<file path="src/rtl/window_fetch.sv">
// window_fetch: walks an RGB pixel SRAM with a 4x4 window at stride 2 and presents
// each window as three packed 128-bit channel vectors. First window is valid 18 cycles
// after start; a step right costs 10 cycles and a move to the next window row costs 18.
// Backpressure: win_ready low holds PRESENT indefinitely with stable outputs and no reads.
//
// Ports:
//   clk, rst (async active-low)    clock / reset
//   start                          one-cycle pulse, begins a frame when idle
//   mem_re, mem_addr, mem_rdata    pixel SRAM read port (data returns one cycle after mem_re)
//   win_valid, win_ready           window handshake
//   image_4x4_r/g/b                pixel(i,j) at bits [(4*i+j)*8 +: 8]
//   win_idx                        row-major output-pixel index of the presented window
//   busy, done                     frame in progress / one-cycle end-of-frame pulse
//   stall_cnt                      present only with WINDOW_FETCH_STALL_CNT_EN defined:
//                                  cycles spent with win_valid=1 and win_ready=0

module window_fetch #(
    parameter int IMG_W  = 512,
    parameter int IMG_H  = 512,
    parameter int ADDR_W = 18
) (
    input  logic              clk,
    input  logic              rst,
    input  logic              start,
    output logic              mem_re,
    output logic [ADDR_W-1:0] mem_addr,
    input  logic [23:0]       mem_rdata,
    output logic              win_valid,
    input  logic              win_ready,
    output logic [127:0]      image_4x4_r,
    output logic [127:0]      image_4x4_g,
    output logic [127:0]      image_4x4_b,
    output logic [15:0]       win_idx,
    output logic              busy,
    output logic              done
`ifdef WINDOW_FETCH_STALL_CNT_EN
    ,
    output logic [31:0]       stall_cnt
`endif
);

    localparam int OUT_W = (IMG_W - 4) / 2 + 1;
    localparam int OUT_H = (IMG_H - 4) / 2 + 1;

    localparam logic [ADDR_W-1:0] W_A = ADDR_W'(IMG_W);

    typedef enum logic [2:0] {
        S_IDLE,
        S_FILL,
        S_STEP,
        S_DRAIN,
        S_PRESENT
    } state_t;

    state_t state, state_nxt;

    logic [3:0]        cnt;        // read counter within FILL (0..15) or STEP (0..7)
    logic [15:0]       col_idx;    // output column of current window
    logic [15:0]       row_idx;    // output row of current window
    logic [ADDR_W-1:0] org_addr;   // address of the window's top-left pixel

    logic              rd_pend;    // a read issued last cycle returns data now
    logic [3:0]        rd_slot;    // {i, j} slot that the returning word fills

    logic [1:0]        rd_row;
    logic [1:0]        rd_col;
    logic [ADDR_W-1:0] row_off;

    logic              hs;
    logic              col_last;
    logic              frame_last;

    assign hs         = (state == S_PRESENT) && win_ready;
    assign col_last   = (col_idx == 16'(OUT_W - 1));
    assign frame_last = col_last && (row_idx == 16'(OUT_H - 1));

    // ---------------------------------------------------------------
    // FSM state register
    // ---------------------------------------------------------------
    always_ff @(posedge clk or negedge rst) begin
        if (!rst) begin
            state <= S_IDLE;
        end else begin
            state <= state_nxt;
        end
    end

    // ---------------------------------------------------------------
    // FSM next state and decoded outputs
    // ---------------------------------------------------------------
    always_comb begin
        state_nxt = state;
        mem_re    = 1'b0;
        win_valid = 1'b0;
        busy      = 1'b1;
        case (state)
            S_IDLE: begin
                busy = 1'b0;
                if (start) begin
                    state_nxt = S_FILL;
                end
            end
            S_FILL: begin
                mem_re = 1'b1;
                if (cnt == 4'd15) begin
                    state_nxt = S_DRAIN;
                end
            end
            S_STEP: begin
                mem_re = 1'b1;
                if (cnt == 4'd7) begin
                    state_nxt = S_DRAIN;
                end
            end
            S_DRAIN: begin
                state_nxt = S_PRESENT;
            end
            S_PRESENT: begin
                win_valid = 1'b1;
                if (win_ready) begin
                    if (frame_last) begin
                        state_nxt = S_IDLE;
                    end else if (col_last) begin
                        state_nxt = S_FILL;
                    end else begin
                        state_nxt = S_STEP;
                    end
                end
            end
            default: begin
                state_nxt = S_IDLE;
            end
        endcase
    end

    // ---------------------------------------------------------------
    // Read address generation. Column-major inside the window:
    // FILL covers window cols 0..3, STEP only the two new cols 2..3.
    // ---------------------------------------------------------------
    always_comb begin
        rd_row = cnt[1:0];
        rd_col = (state == S_STEP) ? {1'b1, cnt[2]} : cnt[3:2];
        case (rd_row)
            2'd0:    row_off = '0;
            2'd1:    row_off = W_A;
            2'd2:    row_off = W_A + W_A;
            default: row_off = W_A + W_A + W_A;
        endcase
        mem_addr = mem_re ? (org_addr + row_off + ADDR_W'(rd_col)) : '0;
    end

    // ---------------------------------------------------------------
    // Counters, read pipeline and window assembly
    // ---------------------------------------------------------------
    always_ff @(posedge clk or negedge rst) begin
        if (!rst) begin
            cnt         <= '0;
            col_idx     <= '0;
            row_idx     <= '0;
            org_addr    <= '0;
            rd_pend     <= 1'b0;
            rd_slot     <= '0;
            win_idx     <= '0;
            done        <= 1'b0;
            image_4x4_r <= '0;
            image_4x4_g <= '0;
            image_4x4_b <= '0;
        end else begin
            done    <= hs && frame_last;
            rd_pend <= mem_re;
            rd_slot <= {rd_row, rd_col};

            if (mem_re && (state_nxt == state)) begin
                cnt <= cnt + 4'd1;
            end else begin
                cnt <= '0;
            end

            // Returning word lands one cycle after its read was issued.
            if (rd_pend) begin
                image_4x4_r[{rd_slot, 3'b000} +: 8] <= mem_rdata[23:16];
                image_4x4_g[{rd_slot, 3'b000} +: 8] <= mem_rdata[15:8];
                image_4x4_b[{rd_slot, 3'b000} +: 8] <= mem_rdata[7:0];
            end

            if (state == S_IDLE && start) begin
                win_idx  <= '0;
                col_idx  <= '0;
                row_idx  <= '0;
                org_addr <= '0;
            end

            if (hs) begin
                win_idx <= win_idx + 16'd1;
                if (col_last) begin
                    // Rightmost origin is col IMG_W-4; the next row's origin is
                    // two image rows down at col 0, i.e. +IMG_W+4.
                    col_idx  <= '0;
                    row_idx  <= row_idx + 16'd1;
                    org_addr <= org_addr + W_A + ADDR_W'(4);
                end else begin
                    col_idx  <= col_idx + 16'd1;
                    org_addr <= org_addr + ADDR_W'(2);
                    // Reuse the overlapping columns: j=2,3 become j=0,1.
                    for (int i = 0; i < 4; i++) begin
                        image_4x4_r[i*32 +: 16] <= image_4x4_r[i*32+16 +: 16];
                        image_4x4_g[i*32 +: 16] <= image_4x4_g[i*32+16 +: 16];
                        image_4x4_b[i*32 +: 16] <= image_4x4_b[i*32+16 +: 16];
                    end
                end
            end
        end
    end

`ifdef WINDOW_FETCH_STALL_CNT_EN
    always_ff @(posedge clk or negedge rst) begin
        if (!rst) begin
            stall_cnt <= '0;
        end else if (state == S_IDLE && start) begin
            stall_cnt <= '0;
        end else if (win_valid && !win_ready && (stall_cnt != 32'hFFFF_FFFF)) begin
            stall_cnt <= stall_cnt + 32'd1;
        end
    end
`endif

endmodule

</file>
<file path="config.mk">
export PLATFORM = sky130hd
export DESIGN_NAME = window_fetch
export DESIGN_NICKNAME = d
export VERILOG_FILES = /design/src/rtl/window_fetch.sv
export SDC_FILE = /design/constraint.sdc
export NUM_CORES = 1
export LEC_CHECK = 0
export ABC_AREA = 1
export ABC_CLOCK_PERIOD_IN_PS = 3130
export CORE_MARGIN = 10
export CORE_UTILIZATION = 30
export DETAILED_ROUTE_END_ITERATION = 10
export GPL_ROUTABILITY_DRIVEN = 0
export PLACE_DENSITY_LB_ADDON = 0.25
export SYNTH_ARGS = -nofsm -noshare
export SYNTH_HDL_FRONTEND = slang
export SYNTH_SLANG_ARGS = --single-unit
</file>
<file path="constraint.sdc">
create_clock -name clk -period 3.13 [get_ports clk]
set_clock_uncertainty 0.1 [all_clocks]
set_input_delay 0.626 -clock clk [delete_from_list [all_inputs] [get_ports clk]]
set_output_delay 0.626 -clock clk [all_outputs]
set_load 0.01 [all_outputs]
</file>
=== After elaboration in Yosys (flattened, before gate mapping) ===
Cells that the tools add are included.

* Register bits: 463
* Latch bits: 0
* Memory bits (writable): 0
* ROM bits: 0
* Input bits: 28
* Output and inout bits: 422
* Word-level logic and storage cells: 103
* Memories: 0

* Add/sub/neg operators: 10
* $mul: 0
* Div/mod/pow operators: 0
* $lt $le $gt $ge: 0
* Eq/ne operators: 11
* Shift-type cells: 4
* Multiplexer cells: 54
* Bitwise gates (word level): 0
* Reduce and logical (&&, ||, !) cells: 9

{| class="wikitable"
|+ Operators by type and width
! kind !! number
|-
| $mux W16 || 31
|-
| $bwmux W128 || 3
|-
| $shiftx A8 B9 Y128 || 3
|-
| $mux W112 || 3
|-
| $shift A8 B9 Y128 const A || 1
|-
| $mux W18 || 4
|-
| $add A16 B1 Y16 const B || 3
|-
| $pmux W11 S3 || 1
|-
| $eq A16 B8 Y1 const B || 2
|-
| $add A18 B10 Y18 const B || 1
|-
| $add A18 B18 Y18 || 1
|-
| $add A18 B2 Y18 || 1
|-
| $add A18 B2 Y18 const B || 1
|-
| $add A18 B3 Y18 const B || 1
|-
| $pmux W3 S5 || 1
|-
| $mux W3 || 4
|-
| $neg A7 Y9 || 1
|-
| $eq A3 B2 Y1 const B || 2
|-
| $mux W2 || 3
|-
| $logic_and A1 B1 Y1 || 5
|-
| $add A4 B1 Y4 const B || 1
|-
| $eq A4 B3 Y1 const B || 1
|-
| $eq A4 B4 Y1 const B || 1
|-
| $mux W4 || 1
|-
| other kinds (10) || 12
|}

=== Longest topological paths before layout ===
Gate-level depths: netlist of the first run.

* Depth in word-level cells: 8
* Depth in mapped cells: 15
* Mapped depth without buffers: 14

=== Worst setup path after synthesis of the first run ===
OpenSTA, ideal clock, no wires.

* Path type: register to output
* Start point: reg cnt[0]
* End point: out mem_addr[15]
* Data arrival time: 2.072 ns
* Required time: 2.404 ns
* Setup slack: 0.332 ns
* Stages on the path, launching flop included: 14
* Buffers on the path: 0
* Path through: dfrtp_1 ha_1 or2_2 ha_1 nand2_1 nor2_1 nand4_1 nand2_1 inv_1 nor2_1 inv_1 nor2_1 nor2_1 nor2_1

* Cells in the longest elaborated chain, start to end: 5
* Elaborated cells between the ends (all ways): 7
* Classes of those cells: add/sub (2); eq/ne (2); mux (2); reduce/logical (1)

{| class="wikitable"
|+ RTL lines
! element !! RTL line !! source
|-
| start, declared || 57 || <nowiki>logic [3:0] cnt;</nowiki>
|-
| start signal, assigned || 174 || <nowiki>cnt <= cnt + 4'd1;</nowiki>
|-
| $eq A2 B2 Y1, or another cell as far along || 143 || <nowiki>case (rd_row)</nowiki>
|-
| $pmux W11 S3 * || 143 ||
|-
| $add A18 B18 Y18 * || 149 || <nowiki>mem_addr = mem_re ? (org_addr + row_off + ADDR_W'(rd_col)) : '0;</nowiki>
|-
| $add A18 B2 Y18 * || 149 ||
|-
| $mux W18 * || 149 ||
|-
| end, declared || 26 || <nowiki>output logic [ADDR_W-1:0] mem_addr,</nowiki>
|}

Mark *: on every way between the ends. The rest lies on a longest branch, timed or not.

=== Worst setup path after layout of the first run ===
* Start point: reg cnt[0]
* End point: out mem_addr[11]

The elaborated chain is that of the path after synthesis.

==> results of run 1 <==
## registers in the layout, summed over array words and instances (netlist names)
name,flops
win_idx,16
rd_slot,4
row_idx,16
col_idx,16
org_addr,17
cnt,4
image_4x4_g,128
image_4x4_r,128
image_4x4_b,128
state,3
rd_pend,1
done,1
## timing repair
item,4_1_cts,5_1_grt
endpoints found under the hold margin,45,0
buffers inserted,4,8
pin swaps,7,10
gates resized for setup,71,18
hold buffers,1,0
setup endpoints to repair,16,16
## kinds of logic (layout without fill, tap and decap cells)
group           after synthesis  count (layout)  synth area share [%]
xor+xnor                     16              16                0.6467
fa+ha+maj                    15              15                0.8661
flops                       462             462                 53.35
simple gates               1237            1237                 23.60
buf+inv                     366             902                 7.264
other cells                   0               2                     0
compound gates              543             543                 14.27
## Yosys cell counts, drive strengths merged
| cell | instances |
|---|---|
| a21oi | 45 |
| inv | 212 |
| o32ai | 1 |
| nand3b | 1 |
| a31oi | 68 |
| xor2 | 12 |
| ha | 15 |
| or2 | 2 |
| a211oi | 2 |
| nand4 | 39 |
| a21boi | 4 |
| a22oi | 2 |
| nand3 | 88 |
| nand2 | 804 |
| o22ai | 45 |
| dfrtp | 462 |
| nor3 | 93 |
| nor2 | 209 |
| o211ai | 80 |
| o31ai | 4 |
| xnor2 | 4 |
| clkbuf | 53 |
| nor4 | 1 |
| buf | 101 |
| o21ai | 292 |
## stage by stage
stage	cell area, µm²	utilization, %
after CTS	29660	41.42
after floorplan	21670	-
after detailed placement	27750	38.76
after global routing	29760	41.56
after global placement	27750	38.76
final	29770	41.57
## routing by layer
| metal | global-route usage, % | up-vias |
|---|---|---|
| li1 | - | 9731 |
| met1 | 29.14 | 10029 |
| met3 | 5.368 | 139 |
| met5 | 0 | - |
| met4 | 7.993 | 0 |
| met2 | 34.10 | 822 |
## worst reg2reg max path: stages (launching register included)
cell	delay (ns)
dfrtp_1	0.39
inv_2	0.09
ha_1	0.40
inv_1	0.30
nor3_1	0.84
nand2_1	0.33
nand2_1	0.15
o211ai_1	0.08
o21ai_0	0.10
## power by group
group | internal (mW) | total (mW) | switching (mW)
sequential | 8.57 | 10.7 | 2.10
combinational | 6.74 | 15.1 | 8.36
clock | 3.86 | 6.61 | 2.75
## cell type report
cell class	count	area share, %
Sequential cell	462	38.84
Multi-Input combinational cell	1811	29.08
Timing Repair Buffer	588	19.13
Clock buffer	81	5.460
Tap cell	950	3.993
Inverter	212	2.711
Clock inverter	21	0.7776
Antenna cell	2	0.01681
## worst paths after layout
kind / from / end / slack (ns) / cells past startpoint
min reg2reg: image_4x4_r[27] / image_4x4_r[11] / 0.39 / 2
max in group asynchronous: rst / image_4x4_b[34] / 1.56 / 3
min: image_4x4_r[27] / image_4x4_r[11] / 0.39 / 2
max reg2reg: rd_slot[0] / image_4x4_g[74] / 0.25 / 8
min in group asynchronous: rst / image_4x4_r[108] / 0.44 / 2
max: cnt[0] / mem_addr[11] / -0.28 / 11
==> flow_summary.json, run 1 <==
{
  "slowest_delay_ns": 0.42,
  "drt_pre_antenna_iters": 7,
  "regArea_um2": 11560,
  "worst_ir_drop_vdd_uv": 720.9,
  "met3WireLength_um": 7806,
  "rsz0062_at_grt": "true",
  "route.met2.wl_um": 42620,
  "numCtsBuffers": 56,
  "vias": 20721,
  "clk_pin_slew_ns": 0.06,
  "die_area_um2": 83380,
  "multi_input_area_um2": 8656,
  "crit_buf_inv": 4,
  "cap_violations": 0,
  "layout_setup_ws_ns": -0.2753,
  "core_area_um2": 71610,
  "root_buffer": "clkbuf_16",
  "row_count": 98,
  "path_max_fanout": 4,
  "cts.sink_count": 462,
  "grt_pass1_vias": 20216,
  "die_width_um": 288.8,
  "cp.arrival_ns": 2.68,
  "antenna_found_initial": 4,
  "period_minus_slack_ns": 3.405,
  "hold_viol": 0,
  "mostFrequentLayoutCells": "nand2_1, dfrtp_1, clkdlybuf4s50_1",
  "setup_viol": 8,
  "grt_pass1_wl_um": 138000,
  "worst_slew_pin_slew_ns": 0.9187,
  "yosysTopAreaCell": "dfrtp_1",
  "nNetsFinal": 3174,
  "critPathSlowestCell": "dfrtp_1",
  "max_slew_margin_pct": 38.28,
  "cpMostUsedCell": "buf_4",
  "yosysUniqueCellTypes": 38,
  "syn2layout_area_growth_pct": 37.38,
  "whs_ns": 0.3944,
  "synth_area_um2": 21670,
  "synth_top_area_share_pct": 53.35,
  "synth_area_leaders": "dfrtp_1, nand2_1, o21ai_0, nor2_1, inv_1",
  "p_per_area_nw_per_um2": 1088,
  "final-instance-count-excl-fill": 4127,
  "hpwl_um": 69170,
  "drive_above_1_share_pct": 10.27,
  "grt_max_degree": 78,
  "ys_seq_area_share_pct": 53.35,
  "viasPerCell": 5.021,
  "ys_seq_elements": 462,
  "pre_cts_ws_ns": -0.2373,
  "clk_latency_ns": 0.63,
  "hold_class": "flop to flop",
  "cp.required_ns": 2.40,
  "numPortBuffers": 449,
  "post-route-drc-count": 0,
  "cp_cell_sequence": "ha_2, or2_4, ha_4, buf_4, a21oi_2, nand2_1, buf_4, buf_4, o21ai_0, a21oi_1, buf_2",
  "wl_met1_um": 40530,
  "critPathLaunchType": "flop",
  "final_common_cell": "nand2_1",
  "slew_viol_final": 0,
  "grt_overflow": 0,
  "synth_nets": 2682,
  "cts_buffer_depth": 3,
  "grt.total_usage_pct": 21.89,
  "fin_setup_tns_ns": -1.528,
  "wire_per_inst_um": 22.84,
  "drt_wl_total_um": 94280,
  "power_mw": 32.38,
  "cts_tree": "yes",
  "syn_area_per_cell_um2": 8.211,
  "syn_inst": 2639,
  "violations": "negative setup slack",
  "fill_cells": 7164,
  "start_util_pct": 30.26,
  "num_io_pins": 450,
  "antenna_left": 0,
  "setup.worst_path.end_class": "output port",
  "dp_cells": 4010,
  "topRoutingLayerUsed": "met4",
  "crit_type": "flop to output port",
  "max_freq_mhz": 293.7,
  "leakage_nw": 13.00,
  "drtIter0Drc": 1884,
  "cpLargestDelayFamily": "buffers and inverters",
  "ctsHtreeMaxLevel": 2,
  "status": "finished, violations left",
  "die_h_um": 288.8,
  "timing.final.crit_share_pct": 108.8,
  "yosys_warnings": 0
}
Note: power is estimated with default switching activity, not from simulation.
==> inputs of run 2 (changes only) <==
--- a/config.mk
+++ b/config.mk
@@ -7,7 +7,7 @@
 export LEC_CHECK = 0
 export ABC_AREA = 1
 export ABC_CLOCK_PERIOD_IN_PS = 3130
-export CORE_MARGIN = 10
+export CORE_MARGIN = 3
 export CORE_UTILIZATION = 30
 export DETAILED_ROUTE_END_ITERATION = 10
 export GPL_ROUTABILITY_DRIVEN = 0
==> flow_summary.json, run 2 (synthesis gave the netlist of run 1 again) <==
{
  "cp.arrival_ns": 2.65,
  "hold_viol": 0,
  "die_area_um2": 75490,
  "num_io_pins": 450,
  "syn2layout_area_growth_pct": 37.61,
  "whs_ns": 0.4097,
  "reg_top3": "image_4x4_b (128), image_4x4_g (128), image_4x4_r (128)",
  "final-instance-count-excl-fill": 4125,
  "nNetsFinal": 3177,
  "path_max_fanout": 3,
  "wire_per_inst_um": 22.04,
  "hpwl_um": 66520,
  "leakage_nw": 13.05,
  "cts_buffer_depth": 3,
  "fin_setup_tns_ns": -1.582,
  "antenna_left": 0,
  "antenna_found_initial": 8,
  "clk_latency_ns": 0.62,
  "post-route-drc-count": 0,
  "drive_above_1_share_pct": 10.28,
  "final_common_cell": "nand2_1",
  "rsz0062_at_grt": "true",
  "max_freq_mhz": 296.3,
  "whs_endpoint": "image_4x4_b[8]",
  "reg2reg_depth": 8,
  "core_area_um2": 70760,
  "worst-r2r-setup-slack_ns": 0.43,
  "grt.total_usage_pct": 23.58,
  "drt_pre_antenna_iters": 6,
  "power.share.clock_pct": 20.4,
  "period_minus_slack_ns": 3.375,
  "hold_class": "flop to flop",
  "comb_power_share_pct": 45.9,
  "root_buffer": "clkbuf_16",
  "crit_type": "flop to output port",
  "swShare_pct": 40.31,
  "grt_max_degree": 174,
  "cp.required_ns": 2.40,
  "route.met2.wl_um": 40020,
  "holdPathStages": 2,
  "fin_util_pct": 42.14,
  "die_h_um": 274.8,
  "drt_wl_total_um": 90900,
  "viasPerCell": 5.016,
  "cts.sink_count": 462,
  "ctsHtreeMaxLevel": 2,
  "row_count": 97,
  "power.switching_mw": 12.98,
  "violations": "negative setup slack",
  "p_per_area_nw_per_um2": 1080,
  "seq_power_share_pct": 33.7,
  "min_from": "image_4x4_b[24]",
  "r2r-start": "rd_slot[0]",
  "timing.final.crit_share_pct": 107.8,
  "setup.worst_path.end_class": "output port",
  "r2r-end": "image_4x4_b[72]",
  "grt_pass1_wl_um": 134100,
  "cap_violations": 0,
  "status": "finished, violations left",
  "power.internal_mw": 19.23,
  "grt_pass1_vias": 20090,
  "mostFrequentLayoutCells": "nand2_1, dfrtp_1, clkdlybuf4s50_1",
  "topRoutingLayerUsed": "met4",
  "met3WireLength_um": 7186,
  "start_util_pct": 30.63,
  "clk_pin_slew_ns": 0.06,
  "worst_slew_pin_slew_ns": 0.9054,
  "numPortBuffers": 449,
  "critPathLaunchType": "flop",
  "die_width_um": 274.8,
  "cts_tree": "yes",
  "wl_met1_um": 39230,
  "layout_setup_ws_ns": -0.2451,
  "drtIter0Drc": 1987,
  "setup_viol": 8,
  "vias": 20692,
  "dp_cells": 4011,
  "worst_ir_drop_vdd_uv": 549.7,
  "grt_overflow": 0,
  "max_slew_margin_pct": 39.57,
  "slew_viol_final": 0,
  "numCtsBuffers": 55
}
==> run 2: cell types whose count changed in the layout (fill, tap and decap cells not counted), sizes merged <==
cell / change
clkinv: -4
clkdlybuf4s50: +1
inv: -1
dlygate4sd2: -1
clkinvlp: -3
buf: +5
clkdlybuf4s15: -3
diode: +3
clkbuf: +11
==> run 2: layout make-up <==
cell class	count	area, µm²
tap	940	1176
inverter	212	807.0
multi-input combinational	1811	8707
sequential	462	11560
clock buffer	90	1669
timing repair buffer	592	5705
fill	7067	40940
clock inverter	13	181.4
antenna	5	12.51
==> run 2: how the worst max path moves through the flow <==
stage / startpoint / end / slack, ns / depth (start not counted)
floorplan: cnt[0] / mem_addr[15] / 0.33 / 13
global placement: cnt[0] / mem_addr[16] / -0.33 / 11
detailed placement: cnt[0] / mem_addr[16] / -0.40 / 11
CTS: cnt[1] / mem_addr[14] / -0.31 / 12
global route: cnt[0] / mem_addr[17] / -0.39 / 15
finish: cnt[1] / mem_addr[15] / -0.25 / 14
==> run 2: layer usage <==
layer	vias to the layer above	track usage [%]
li1	9737	-
met1	9953	31.82
met2	806	36.10
met3	196	5.085
met4	0	11.11
met5	-	0
==> run 2: metrics by stage <==
step / cell area, µm² / power [mW] / setup WS [ns]
global placement: 27810 / 25.50 / -0.3286
floorplan: 21670 / 16.81 / 0.3321
global route: 29820 / 34.12 / -0.3933
detailed placement: 27810 / 25.61 / -0.3953
CTS: 29760 / 32.38 / -0.3129
finish: 29820 / 32.21 / -0.2451
==> run 2: repair_timing <==
item / CTS / global route
resized for setup: 83 / 18
setup buffers: 6 / 3
setup endpoints to repair: 18 / 16
pin swaps: 20 / 15
endpoints found under the hold margin: 48 / 0
hold buffers: 1 / 0
==> run 2: power groups by stage <==
stage,Combinational (mW),Sequential [mW],Clock (mW)
3_5_place_dp,14.7,10.9,0
4_1_cts,14.9,10.8,6.69
2_1_floorplan,5.55,11.3,0
6_report,14.8,10.9,6.57
5_1_grt,16.0,11.1,6.93
3_3_place_gp,14.6,10.9,0
==> run 2: worst max-delay path, stage by stage (launching register included) <==
cell     delay [ns]
dfrtp_1        0.40
ha_2           0.20
or2_4          0.26
ha_4           0.29
nand2_2        0.04
nor2_1         0.08
nand4_1        0.09
nand2_2        0.10
inv_2          0.05
nor2_4         0.11
inv_2          0.05
nor2_1         0.09
nor2_1         0.05
nor2_1         0.10
buf_2          0.13
==> inputs of run 3 (changes only) <==
--- a/config.mk
+++ b/config.mk
@@ -7,6 +7,7 @@
 export LEC_CHECK = 0
 export ABC_AREA = 1
 export ABC_CLOCK_PERIOD_IN_PS = 3130
+export CAP_MARGIN = 20
 export CORE_MARGIN = 3
 export CORE_UTILIZATION = 30
 export DETAILED_ROUTE_END_ITERATION = 10
==> results of run 3 <==
Final layout, timing and power as in run 2 (identical DEF).
